**src/rtl/vga_timing_gen.sv**
```systemverilog
`default_nettype none
// ============================================================================
//  Module   : vga_timing_gen
//  Purpose  : 640x480 @ 60 Hz VGA raster timing from the 100 MHz board clock.
//             Divides the board clock down to a pixel-enable, runs the
//             horizontal/vertical pixel counters and decodes the active-low
//             sync pulses and the visible-window flag.
//  Ports    : clk             - board clock, all state on the rising edge
//             rst_n           - asynchronous, active-low reset
//             H_Counter_Value - horizontal pixel position, 0..H_TOTAL-1
//             V_Counter_Value - vertical line position, 0..V_TOTAL-1
//             Hsync / Vsync   - active-low sync pulses
//             Pixel_Tick      - one-clk pulse; counters advance on the next edge
//             Video_On        - counters address the visible window
//             Frame_Start     - one-clk pulse when the counters wrap to (0,0)
//  Revision : 1.0 - initial release
// ============================================================================
module vga_timing_gen #(
    parameter int CLK_DIV  = 4,
    parameter int H_SYNC   = 96,
    parameter int H_BP     = 48,
    parameter int H_ACTIVE = 640,
    parameter int H_TOTAL  = 800,
    parameter int V_SYNC   = 2,
    parameter int V_BP     = 33,
    parameter int V_ACTIVE = 480,
    parameter int V_TOTAL  = 525
) (
    input  logic        clk,
    input  logic        rst_n,
    output logic [15:0] H_Counter_Value,
    output logic [15:0] V_Counter_Value,
    output logic        Hsync,
    output logic        Vsync,
    output logic        Pixel_Tick,
    output logic        Video_On,
    output logic        Frame_Start
);

    // A divide-by-one build still needs a 1-bit divider register.
    localparam int                 c_DIV_W      = (CLK_DIV > 1) ? $clog2(CLK_DIV) : 1;
    localparam logic [c_DIV_W-1:0] c_DIV_LAST   = c_DIV_W'(CLK_DIV - 1);
    localparam logic [c_DIV_W-1:0] c_DIV_ONE    = c_DIV_W'(1);

    localparam logic [15:0] c_H_LAST      = 16'(H_TOTAL - 1);
    localparam logic [15:0] c_V_LAST      = 16'(V_TOTAL - 1);
    localparam logic [15:0] c_H_SYNC      = 16'(H_SYNC);
    localparam logic [15:0] c_V_SYNC      = 16'(V_SYNC);
    localparam logic [15:0] c_H_VIS_START = 16'(H_SYNC + H_BP);
    localparam logic [15:0] c_H_VIS_END   = 16'(H_SYNC + H_BP + H_ACTIVE);
    localparam logic [15:0] c_V_VIS_START = 16'(V_SYNC + V_BP);
    localparam logic [15:0] c_V_VIS_END   = 16'(V_SYNC + V_BP + V_ACTIVE);

    logic [c_DIV_W-1:0] r_div;
    logic               r_tick;
    logic [15:0]        r_h;
    logic [15:0]        r_v;
    logic               r_hsync;
    logic               r_vsync;
    logic               r_video_on;
    logic               r_frame_start;

    logic [15:0]        w_h_next;
    logic [15:0]        w_v_next;
    logic               w_frame_wrap;
    logic               w_hsync;
    logic               w_vsync;
    logic               w_video_on;

    // Next-state counters: only move in the cycle where the registered tick is high.
    always_comb begin
        w_h_next = r_h;
        w_v_next = r_v;
        if (r_tick) begin
            if (r_h == c_H_LAST) begin
                w_h_next = '0;
                if (r_v == c_V_LAST) begin
                    w_v_next = '0;
                end else begin
                    w_v_next = r_v + 16'd1;
                end
            end else begin
                w_h_next = r_h + 16'd1;
            end
        end
    end

    assign w_frame_wrap = r_tick && (r_h == c_H_LAST) && (r_v == c_V_LAST);

    // Decode from the next-state counters so the registered flags line up
    // with the registered counter values on the same edge.
    assign w_hsync    = (w_h_next >= c_H_SYNC);
    assign w_vsync    = (w_v_next >= c_V_SYNC);
    assign w_video_on = (w_h_next >= c_H_VIS_START) && (w_h_next < c_H_VIS_END) &&
                        (w_v_next >= c_V_VIS_START) && (w_v_next < c_V_VIS_END);

    always_ff @(posedge clk or negedge rst_n) begin
        if (!rst_n) begin
            r_div         <= '0;
            r_tick        <= 1'b0;
            r_h           <= '0;
            r_v           <= '0;
            r_hsync       <= 1'b0;
            r_vsync       <= 1'b0;
            r_video_on    <= 1'b0;
            r_frame_start <= 1'b0;
        end else begin
            r_div         <= (r_div == c_DIV_LAST) ? '0 : r_div + c_DIV_ONE;
            // Registering the terminal-count compare puts the first tick
            // exactly CLK_DIV edges after reset release.
            r_tick        <= (r_div == c_DIV_LAST);
            r_h           <= w_h_next;
            r_v           <= w_v_next;
            r_hsync       <= w_hsync;
            r_vsync       <= w_vsync;
            r_video_on    <= w_video_on;
            r_frame_start <= w_frame_wrap;
        end
    end

    assign H_Counter_Value = r_h;
    assign V_Counter_Value = r_v;
    assign Hsync           = r_hsync;
    assign Vsync           = r_vsync;
    assign Pixel_Tick      = r_tick;
    assign Video_On        = r_video_on;
    assign Frame_Start     = r_frame_start;

endmodule
`default_nettype wire

```
**config.mk**
```make
export PLATFORM = sky130hd
export DESIGN_NAME = vga_timing_gen
export DESIGN_NICKNAME = d
export VERILOG_FILES = /design/src/rtl/vga_timing_gen.sv
export SDC_FILE = /design/constraint.sdc
export NUM_CORES = 1
export LEC_CHECK = 0
export CAP_MARGIN = 40
export CORE_ASPECT_RATIO = 1.2
export CORE_MARGIN = 5
export CORE_UTILIZATION = 57
export CTS_CLUSTER_SIZE = 40
export DETAILED_ROUTE_END_ITERATION = 6
export GPL_ROUTABILITY_DRIVEN = 0
export GPL_TIMING_DRIVEN = 0
export PLACE_DENSITY = 0.83
export SYNTH_ARGS = -nofsm -noshare
export SYNTH_HDL_FRONTEND = slang
export SYNTH_SLANG_ARGS = --single-unit
```
**constraint.sdc**
```tcl
create_clock -name clk -period 7.26 [get_ports clk]
set_clock_uncertainty 0.1 [all_clocks]
set_input_delay 0.726 -clock clk [delete_from_list [all_inputs] [get_ports clk]]
set_output_delay 0.726 -clock clk [all_outputs]
set_load 0.02 [all_outputs]
```
==> flow_metrics.tcl <==
set metrics [dict create \
    p_sw_uw 84.11 \
    rsz0062_at_grt "no" \
    area_delta_synth_final_pct 24.17 \
    via_per_inst 6.127 \
    ctsResizeCount 0 \
    syn_nets 244 \
    yosys-top-cells-area "dfrtp_1 42%, xnor2_1 4.1%, xor2_1 4.1%, nand4_1 3.5%, nand2_1 3.2%" \
    drt_iter0_markers 166 \
    layout_common_cells "39 x dfrtp_1, 37 x clkdlybuf4s50_1, 20 x nand2_1" \
    drtAntennaViolNets 0 \
    synth_top_area_cell "dfrtp_1" \
    hold_buffers 0 \
    pwr-share-clk_pct 42.7 \
    tightestPinTransition_ps 583.9 \
    hpwl_mm 4.251 \
    cts_buffer_depth 2 \
    path_class "flop to flop" \
    design_power_total_uw 388.8 \
    start_kind "flop" \
    cellLeakagePower_uw 0.001279 \
    postSynthCellCount 238 \
    yosysTopAreaCellShare_pct 41.62 \
    clk_latency_ps 300 \
    crit_buf_inv 0 \
    dieArea_um2 5502 \
    hold_viol 0 \
    drt_pass1_iterations 4 \
    core_um2 3973 \
    cts_tree "yes" \
    cts_setup_buffers 0 \
    crit_chain "ha_1 -> nand4_1 -> nor3_2 -> nand3_1 -> xnor2_1 -> nor4b_1 -> o211ai_1 -> nor4_1" \
    yosys_warnings 0 \
    die_w_um 68.55 \
    antennaDiodeCount 0 \
    internal_power_uw 304.7 \
    setup_viol 0 \
    min_period_ps 2843 \
    crit_required_ps 7350 \
    ir_drop_uv 124.9 \
    fin_crit_sh_pct 39.16 \
    power_frac_seq_pct 55.8 \
    slew_headroom_pct 60.52 \
    power_frac_comb_pct 1.5 \
    overflow 0 \
    crit_arrival_ps 2930 \
    synthDistinctLibCells 52 \
    synth_edf_count 0 \
    fp-row-count 25 \
    track_usage_pct 25.27 \
    dp.cells 331 \
    start_util_pct 59.02 \
    htree_levels 2 \
    fin_cells 339 \
    netSwitchingFraction_pct 21.63 \
    cts_made_buffers 5 \
    grt_max_degree 30 \
    maxCapViolations 0 \
    clock-sinks 39 \
    cellPowerDensity_nw_per_um2 133.5 \
    clk_pin_slew_ps 80 \
    crit_path_end_kind "flop" \
    syn_area_per_cell_um2 9.852 \
    crit_path_max_incr_delay_ps 550 \
    num_vias 2077 \
    timing.critical_path.fanout_max 6 \
    final_common_cell "dfrtp_1" \
    drt_wl_total_mm 5.926 \
    mappedNetlistArea_um2 2345 \
    cpMaxStageDelayCell "nor4b_1" \
    num_io_pins 39 \
    maxSlewViolCount 0 \
    seq_area_frac_synth_pct 41.62 \
    die_y_um 80.26 \
    drc 0 \
    outcome "finished clean" \
    grt_pass1_vias 2152 \
    port_buffers 38 \
    hold_class "input port to async pin" \
    grt_pass1_wl_mm 10.32 \
    synth_seq_cells 39 \
    fmax_mhz 351.7 \
    wl_per_cell_um 17.48 \
    cts_root_buf "clkbuf_8" \
    setup-tns-final_ps 0 \
    path_delay_family "simple AND/OR/NAND/NOR gates" \
    antenna_found_initial 0 \
    synth_ff_type "dfrtp_1" \
    layout-drive-gt1-share_pct 13.68 \
    synthArstFlopShare_pct 100.0 \
    nets 290 \
]
==> power groups by stage <==
stage	Sequential, uW	Clock [uW]	Combinational, uW
5_1_grt	217	179	6.81
3_5_place_dp	221	0	5.92
6_report	217	166	5.68
3_3_place_gp	221	0	4.85
2_1_floorplan	221	0	0.000557
4_1_cts	217	168	5.92
==> sequential cells by signal (all words and copies together), names as in the netlist <==
signal           flops
V_Counter_Value     16
Frame_Start          1
Vsync                1
Hsync                1
r_div                2
H_Counter_Value     16
Video_On             1
Pixel_Tick           1
==> Yosys cell counts (3+ instances only) <==
cell	count
o21ai_0	6
mux2i_1	4
buf_2	4
nand4_1	13
and4bb_2	3
and4_1	5
nor3_1	8
nand3_1	13
a21oi_1	4
buf_4	4
inv_1	11
ha_1	4
xnor2_1	11
and2_1	4
nor2_1	15
nand2_1	20
dfrtp_1	39
xor2_1	11
nand4_2	4
nor4b_1	4
nor4_1	10
==> path summary, 6_finish.rpt <==
check / depth (start not counted) / start / slack [ps] / to
worst max register to register: 8 / H_Counter_Value[0]$_DFF_PN0_ / 4420 / Video_On$_DFF_PN0_
worst min register to register: 1 / r_div[0]$_DFF_PN0_ / 330 / r_div[0]$_DFF_PN0_
worst min-delay path: 1 / rst_n / 200 / V_Counter_Value[8]$_DFF_PN0_
worst max-delay path: 8 / H_Counter_Value[0]$_DFF_PN0_ / 4420 / Video_On$_DFF_PN0_
min in group clk: 1 / r_div[0]$_DFF_PN0_ / 330 / r_div[0]$_DFF_PN0_
max in group asynchronous: 2 / rst_n / 6410 / H_Counter_Value[12]$_DFF_PN0_
==> per-stage QoR <==
stage	setup slack (ps)	instance area, um2	utilization (%)	hold slack (ps)
2_1_floorplan	4719	2345	-	303.1
5_1_grt	4027	2912	73.29	211.5
6_report	4417	2912	73.29	199.3
4_1_cts	4405	2912	73.29	198.0
3_5_place_dp	4451	2808	70.68	320.0
3_3_place_gp	4420	2793	70.30	313.8
==> kinds of logic (layout without fill, tap and decap cells) <==
group,after synthesis,count (layout),synth area share [%]
and+or+nand+nor,121,121,33.78
xor gates and xnor gates,22,22,8.218
buffers and inverters,21,68,4.216
muxes,5,5,2.188
AOI/OAI and AO/OA,26,26,7.844
DFF,39,39,41.62
adders and majority gates,4,4,2.135
==> layer usage <==
metal	vias to the layer above	GRT usage, %	share of wire, %
met5	-	0	0
met4	0	11.93	2.9
met3	17	6.154	4.2
met2	62	41.17	51
met1	1031	30.61	42
li1	967	-	-
==> area by class of cell <==
cell class                      count  area [um2]
Sequential cell                    39       975.9
Clock buffer                        7       96.34
Clock inverter                      1       7.507
Timing Repair Buffer               39       395.4
Tap cell                           54       67.56
Buffer                             10       57.56
Inverter                           11       41.29
Multi-Input combinational cell    178        1270
Fill cell                         309        1061
Note: power is estimated with default switching activity, not from simulation.
